## config.mk

```make
export PLATFORM = sky130hd
export DESIGN_NAME = poly_mod_addsub_pipe
export DESIGN_NICKNAME = d
export VERILOG_FILES = /design/src/rtl/poly_mod_addsub_pipe.sv
export SDC_FILE = /design/constraint.sdc
export NUM_CORES = 1
export LEC_CHECK = 0
export BUFFER_PORTS_ARGS = -buffer_cell sky130_fd_sc_hd__buf_2
export CAP_MARGIN = 20
export CORE_MARGIN = 2
export CORE_UTILIZATION = 55
export CTS_CLUSTER_SIZE = 10
export DETAILED_ROUTE_END_ITERATION = 12
export GPL_TIMING_DRIVEN = 0
export PLACE_DENSITY = 0.77
export RECOVER_POWER = 25
export SLEW_MARGIN = 20
export SYNTH_ARGS = -nofsm -noshare
export SYNTH_HDL_FRONTEND = slang
export SYNTH_SLANG_ARGS = --single-unit
```

## constraint.sdc

```tcl
create_clock -name clk -period 2.97 [get_ports clk]
set_input_delay 0.891 -clock clk [delete_from_list [all_inputs] [get_ports clk]]
set_output_delay 0.891 -clock clk [all_outputs]
set_load 0.01 [all_outputs]
```

## src/rtl/poly_mod_addsub_pipe.sv

```systemverilog
// poly_mod_addsub_pipe: streaming multi-lane modular add/sub/rsub/reduce
// for Kyber coefficients (q = 3329), 3-stage pipeline, valid/ready stall.
//
// Ports:
//   clk, rst            rising-edge clock, synchronous active-high reset
//   in_valid/in_ready   input beat handshake (in_ready = advance enable)
//   mode                op select, sampled on beat 0 of a polynomial
//   a, b                LANES packed WIDTH-bit operands
//   out_valid/out_ready output beat handshake
//   o                   LANES packed results in [0, Q-1]
//   out_last            marks the output of the final beat of a polynomial
module poly_mod_addsub_pipe #(
    parameter int WIDTH = 12,
    parameter int Q     = 3329,
    parameter int LANES = 1,
    parameter int N     = 256
) (
    input  logic                   clk,
    input  logic                   rst,
    input  logic                   in_valid,
    output logic                   in_ready,
    input  logic [1:0]             mode,
    input  logic [LANES*WIDTH-1:0] a,
    input  logic [LANES*WIDTH-1:0] b,
    output logic                   out_valid,
    input  logic                   out_ready,
    output logic [LANES*WIDTH-1:0] o,
    output logic                   out_last
);

    localparam int W2    = WIDTH + 2;
    localparam int BEATS = N / LANES;
    localparam int CW    = $clog2(BEATS);
    localparam int DW    = LANES * W2;

    localparam logic [W2-1:0] QW      = W2'(Q);
    localparam logic [W2-1:0] Q2      = W2'(2 * Q);
    localparam logic [CW-1:0] CNT_MAX = CW'(BEATS - 1);

    typedef enum logic [1:0] {
        OP_ADD  = 2'b00,
        OP_SUB  = 2'b01,
        OP_RSUB = 2'b10,
        OP_PASS = 2'b11
    } op_e;

    typedef struct packed {
        logic          valid;
        logic          last;
        logic [DW-1:0] data;
    } stage_t;

    function automatic logic [W2-1:0] csub(input logic [W2-1:0] t);
        return (t >= QW) ? t - QW : t;
    endfunction

    logic [CW-1:0] cnt_q, cnt_d;
    op_e           mode_q, mode_d;
    stage_t        s1_q, s1_d;
    stage_t        s2_q, s2_d;
    stage_t        s3_q, s3_d;

    logic          adv;
    logic          accept;
    logic          first;
    op_e           op;
    logic [W2-1:0] ea, eb, t;

    always_comb begin
        adv    = !s3_q.valid || out_ready;
        accept = in_valid && adv;
        first  = (cnt_q == '0);
        op     = first ? op_e'(mode) : mode_q;

        cnt_d  = cnt_q;
        mode_d = mode_q;
        if (accept) begin
            cnt_d = (cnt_q == CNT_MAX) ? '0 : cnt_q + CW'(1);
            if (first) begin
                mode_d = op_e'(mode);
            end
        end

        s1_d.valid = accept;
        s1_d.last  = accept && (cnt_q == CNT_MAX);
        s1_d.data  = '0;
        ea = '0;
        eb = '0;
        t  = '0;
        for (int i = 0; i < LANES; i++) begin
            ea = {2'b00, a[i*WIDTH +: WIDTH]};
            eb = {2'b00, b[i*WIDTH +: WIDTH]};
            // 2Q bias keeps the differences non-negative for any raw input
            unique case (op)
                OP_ADD:  t = ea + eb;
                OP_SUB:  t = ea + Q2 - eb;
                OP_RSUB: t = eb + Q2 - ea;
                OP_PASS: t = ea;
            endcase
            s1_d.data[i*W2 +: W2] = t;
        end

        s2_d.valid = s1_q.valid;
        s2_d.last  = s1_q.last;
        s3_d.valid = s2_q.valid;
        s3_d.last  = s2_q.last;
        s2_d.data  = '0;
        s3_d.data  = '0;
        o          = '0;
        for (int i = 0; i < LANES; i++) begin
            s2_d.data[i*W2 +: W2] = csub(s1_q.data[i*W2 +: W2]);
            s3_d.data[i*W2 +: W2] = csub(s2_q.data[i*W2 +: W2]);
            // third reduction is combinational; result is < Q so fits WIDTH
            o[i*WIDTH +: WIDTH] = WIDTH'(csub(s3_q.data[i*W2 +: W2]));
        end

        in_ready  = adv;
        out_valid = s3_q.valid;
        out_last  = s3_q.last && s3_q.valid;
    end

    always_ff @(posedge clk) begin
        if (rst) begin
            cnt_q  <= '0;
            mode_q <= OP_ADD;
            s1_q   <= '0;
            s2_q   <= '0;
            s3_q   <= '0;
        end else begin
            cnt_q  <= cnt_d;
            mode_q <= mode_d;
            // whole-pipeline stall: every stage holds together
            if (adv) begin
                s1_q <= s1_d;
                s2_q <= s2_d;
                s3_q <= s3_d;
            end
        end
    end

endmodule

```

### Word-level counts from Yosys, hierarchy flattened

Index checks and enable logic that the tools add are counted.

| word-level totals | value |
|---|---|
| flip-flop bits (word level) | 58 |
| word-level logic and storage cells | 40 |
| output and inout port bits | 15 |
| bits of input ports | 30 |

| operators by class | value |
|---|---|
| reduce and logical (&&, ||, !) cells | 7 |
| add/subtract/negate cells | 9 |
| $lt $le $gt $ge | 3 |
| mux-type cells | 6 |
| equality and inequality tests | 4 |

Operator list:

| operator | count |
|---|---|
| 14-bit one-hot mux with 4 select lines | 1 |
| 14-bit by 12-bit greater-or-equal comparator with 1-bit output (second input constant) | 3 |
| 12-bit by 13-bit adder with 14-bit output (second input constant) | 2 |
| 14-bit two-way mux | 2 |
| 14-bit by 12-bit subtractor with 14-bit output | 2 |
| 14-bit by 12-bit subtractor with 14-bit output (second input constant) | 2 |
| 12-bit by 12-bit adder with 13-bit output | 1 |
| 12-bit two-way mux | 1 |
| 12-bit subtractor (second input constant) | 1 |
| 8-bit by 1-bit adder with 8-bit output (second input constant) | 1 |
| 8-bit equality test (second input constant) | 1 |
| 8-bit zero test | 1 |
| 8-bit two-way mux | 1 |
| 2-bit equality test (second input constant) | 2 |
| 1-bit logical AND | 3 |
| 2-bit by 1-bit equality test with 1-bit output (second input constant) | 1 |
| 2-bit zero test | 1 |
| 2-bit two-way mux | 1 |
| 1-bit zero test | 1 |
| 1-bit logical OR | 1 |

### Depth between registers and ports, before layout

| depth | value |
|---|---|
| depth after elaboration | 4 |
| gate-level depth with buffers | 12 |
| gate-level depth less buffers | 12 |

### Worst setup path after synthesis

No wires, ideal clock.

| timing path | value |
|---|---|
| path kind | in2reg |
| start | input port a[2] |
| end | register s1_q[13] (netlist name) |
| stages | 12 |
| data arrival time | 3.104 ns |
| data required time | 2.884 ns |
| buffers on the path | 1 |
| setup time | 0.086 ns |
| slack | -0.220 ns |
| path through | inv_1 > ha_1 > clkbuf_1 > xnor2_1 > ha_1 > nor2_1 > a21oi_1 > o21ai_0 > o31ai_1 > a21oi_1 > o32a_1 > a211oi_1 |

| between the ends | value |
|---|---|
| word-level cells in the longest chain between the ends | 3 |
| elaborated cells between the ends (all ways) | 4 |
| those cells by class | 3 x add/sub; 1 x mux |

Ends and longest elaborated chain:

| element | RTL line | RTL |
|---|---|---|
| start, declared | 23 | `input logic [LANES*WIDTH-1:0] a,` |
| 12-bit by 13-bit adder with 14-bit output | 96 | `OP_SUB: t = ea + Q2 - eb;` |
| 14-bit by 12-bit subtractor with 14-bit output | 96 |  |
| 14-bit one-hot mux with 4 select lines (*) | 94 | `unique case (op)` |
| end signal, assigned | 126 | `s1_q <= '0;` |
| end signal, assigned | 134 | `s1_q <= s1_d;` |
| end, declared | 59 | `stage_t s1_q, s1_d;` |

Every way passes the cells marked *; elsewhere a longest branch is shown, timed or not.
A chain may end at the register's enable or synchronous reset.

### Worst setup path in the final report

| timing path | value |
|---|---|
| start | register s3_q[0] (netlist name) |
| end | output port o[4] |

| between the ends | value |
|---|---|
| word-level cells in the longest chain between the ends | 2 |
| elaborated cells between the ends (all ways) | 3 |
| those cells by class | 1 x add/sub; 1 x order compare; 1 x mux |

Ends and longest elaborated chain:

| element | RTL line | RTL |
|---|---|---|
| start, declared | 61 | `stage_t s3_q, s3_d;` |
| start signal, assigned | 128 | `s3_q <= '0;` |
| start signal, assigned | 136 | `s3_q <= s3_d;` |
| 12-bit subtractor or 14-bit by 12-bit greater-or-equal comparator with 1-bit output (tied branches) | 54 | `return (t >= QW) ? t - QW : t;` |
| 12-bit two-way mux (*) | 54 |  |
| end, declared | 27 | `output logic [LANES*WIDTH-1:0] o,` |

Marked as above.

==> flow_summary.toml <==
[synth]
async_reset_ff_share_pct = 0
synth_area_per_cell_sq_um = 7.63
synthesis.nets = 786
synth_compound_area_share_pct = 21.5
ys.warnings.count = 0
syn_area_sq_um = 5260
synth-adder-area-share_pct = 16.1
netlist_instances = 689
synth-edff-count = 0
synthSimpleGateAreaFrac_pct = 20.9
ys_seq_area_share_pct = 22.1
synthXorXnorAreaFrac_pct = 11.3
ys_ff_latch = 58
yosysUniqueCellTypes = 67
muxShareOfSynthArea_pct = 2.16
synth_top_family_by_area = "compound AO/OA/AOI/OAI gates"
synth_ff_type = "dfxtp_1"

[die]
initial_utilization_pct = 56.9
rows = 35
die_y_um = 102
core_area_sq_um = 9240
io_pins = 45
dieArea_sq_um = 10400
die_w_um = 102

[finish]
layout-drive-gt1-share_pct = 22.6
multi_input_area_sq_um = 4260
area_growth_pct = 23.1
n_fill_cell = 765
regArea_sq_um = 1170
layout.nets = 858
final_area_sq_um = 6480
antenna_cells = 0

[timing]
drv_slew = 0
worst_slew_pin_slew_ns = 0.957
final.setup_skew_ns = 0.00748
setup_viol = 7
period_minus_slack_ns = 3.08
rsz0062_at_grt = "true"
slew_headroom_pct = 35.5
setup_ws_ns = -0.107
hold_viol = 0
fmax_mhz = 325
period_share_pct = 104
whs_ns = 0.450

[outcome]
violations = "negative setup slack"
outcome = "finished with violations"

[place]
dp_hpwl_um = 10800
io_buffers = 43
placed_area_sq_um = 5670
place_ws_ns = -0.564
gp_congestion = 0.950

[worst_setup_path]
max_stage_delay_ns = 0.40
startpoint_type = "register"
worstReg2RegStart = "cnt_q[0]"
crit_chain = "inv_4, ha_4, nand4_1, o21ai_2, a21oi_2, nand2_2, or3_4, xnor2_2, buf_2"
crit_type = "register to output pin"
r2r_cells = 10
worstPathArrival_ns = 2.19
endpoint_kind = "output pin"
critical_path.slowest_cell = "or3_4"
r2r_slack_ns = 0.19
r2r_end = "s1_q[6]"
crit_required_ns = 2.08
cp_max_fo = 4

[worst_hold_path]
worstHoldEndpoint = "s2_q[14]"
min_path_cells = 2
min-delay-start = "s2_q[14]"
worstHoldPathType = "register to register"

[route]
antenna_left = 0
drt_iter0_markers = 324
vias_per_cell = 5.83
routed-via-count = 5217
drc = 0
drt-total-wl_um = 14800
dr.pass1.iters = 5
wl_per_cell_um = 16.5

[clock_tree]
clkTransAtPathRegs_ns = 0.07
h-tree-depth = 3
clock_sinks = 58
clock-root-buffer = "clkbuf_8"
hold_buffers = 0
cts_inserted_buffers = 9
insertion_delay_ns = 0.34
cts_buffer_depth = 2
cts_tree = "yes"

[pwr]
p_per_area_nw_per_um2 = 531
p_leak_nw = 2.74
peakVddDrop_uv = 267

[global_routing]
overflow = 0
grt_max_degree = 12
grt_antenna_before_repair = 0
grt_pass1_wl_um = 22400
grtUsageTotal_pct = 27.3
grt_pass1_vias = 4680

[run]
cap_violations = 0
## worst max-delay path by stage
| stage | start | end | slack, ns | cells after the start |
|---|---|---|---|---|
| final | s3_q[0] | o[4] | -0.11 | 9 |
| after global routing | s3_q[0] | o[4] | -0.21 | 9 |
| after CTS | out_ready | in_ready | -0.03 | 7 |
| after detailed placement | a[3] | s1_q[6] | -0.56 | 11 |
| after global placement | out_ready | in_ready | -0.56 | 7 |
| after floorplan | a[2] | s1_q[7] | 0.02 | 11 |
## flip-flops by register name, summed over array words and instances, names as in the netlist
| signal | cells |
|---|---|
| s3_q | 15 |
| mode_q | 2 |
| s1_q | 16 |
| s2_q | 16 |
| out_valid | 1 |
| cnt_q | 8 |
## cell usage in the layout (no fill, tap or decap), types with 7 or more instances in the layout
cell      count
nand2b_1     12
nand2_1      51
clkbuf_8      9
a211oi_1     24
o31ai_1       7
a21oi_1      43
nand3_1      17
clkbuf_1     17
nor2_1       86
or3_1         8
xor2_1       29
ha_2          8
buf_4        18
ha_4         14
ha_1         44
o211ai_1     11
o21ai_0      22
dfxtp_1      53
xnor2_1      33
nor3_1        9
inv_1        53
buf_2        43
## layout make-up
type	instances	area share, %
clock inverters	7	1.08
well taps	129	2.49
inverters	60	3.55
flip-flops and latches	58	18.1
plain buffers	22	1.45
repair buffers	62	5.60
multi-input cells	548	65.8
clock buffers	9	1.91
## layer usage
metal | global-route usage [%] | vias up | wire, um
li1 | - | 2565 | -
met1 | 35.5 | 2443 | 6480
met2 | 47.1 | 182 | 7210
met3 | 4.76 | 27 | 793
met4 | 6.24 | 0 | 271
met5 | 0 | - | 0
## Yosys cell counts (3+ instances only)
| library cell | n | area (sq um) |
|---|---|---|
| nand4_1 | 4 | 25.0 |
| clkbuf_1 | 19 | 71.3 |
| or3_1 | 10 | 62.6 |
| a211oi_1 | 28 | 210 |
| a21oi_1 | 47 | 235 |
| o211ai_1 | 11 | 82.6 |
| nand2b_1 | 12 | 75.1 |
| o21a_1 | 5 | 37.5 |
| buf_1 | 3 | 11.3 |
| xnor2_1 | 39 | 342 |
| ha_1 | 66 | 826 |
| nor2_1 | 89 | 334 |
| mux2i_1 | 8 | 80.1 |
| nand3_1 | 18 | 90.1 |
| dfxtp_1 | 58 | 1160 |
| a311oi_1 | 4 | 35.0 |
| nor3_1 | 10 | 50.1 |
| nand3b_1 | 6 | 45.0 |
| o21ai_0 | 26 | 130 |
| nor2b_1 | 5 | 31.3 |
| a2bb2oi_1 | 3 | 26.3 |
| mux2_2 | 3 | 33.8 |
| inv_1 | 59 | 221 |
| nand2_1 | 56 | 210 |
| a31oi_1 | 4 | 25.0 |
| nor4_1 | 5 | 31.3 |
| o31ai_1 | 9 | 67.6 |
| xor2_1 | 29 | 254 |
| and2_1 | 4 | 25.0 |
## timing repair
item                                    CTS  global route
setup buffers                             7            12
pin swaps                                 5            32
resized for setup                        29            81
endpoints found under the setup margin   20            25
## critical path, delay by kind of cell (launching register included)
kind / cells / cell delay (ns)
buf+inv: 2 / 0.20
compound gates: 2 / 0.31
simple gates: 3 / 0.64
fa+ha+maj: 1 / 0.16
flops: 1 / 0.39
xor+xnor: 1 / 0.14
## logic make-up (layout without fill, tap and decap cells)
| kind of cell | Yosys count | count (layout) |
|---|---|---|
| buffers and inverters | 83 | 160 |
| muxes | 11 | 11 |
| xor gates and xnor gates | 68 | 68 |
| AOI/OAI and AO/OA | 169 | 169 |
| adders and majority gates | 67 | 67 |
| DFF | 58 | 58 |
| and+or+nand+nor | 233 | 233 |
## power by group
part / switching [mW] / internal [mW] / leakage [nW]
clock: 0.334 / 0.385 / 0.0990
sequential: 0.165 / 0.901 / 0.480
combinational: 0.894 / 0.764 / 2.16
total: 1.39 / 2.05 / 2.74
## stage by stage
stage	power, mW	utilization, %	setup TNS, ns	cells
after floorplan	2.03	-	0	689
after global placement	2.34	61.4	-4.67	861
after detailed placement	2.38	61.4	-5.14	861
after CTS	3.18	65.3	-0.0496	884
after global routing	3.65	70.1	-2.06	895
final	3.44	70.1	-0.181	895
(Power assumes the default switching activity.)
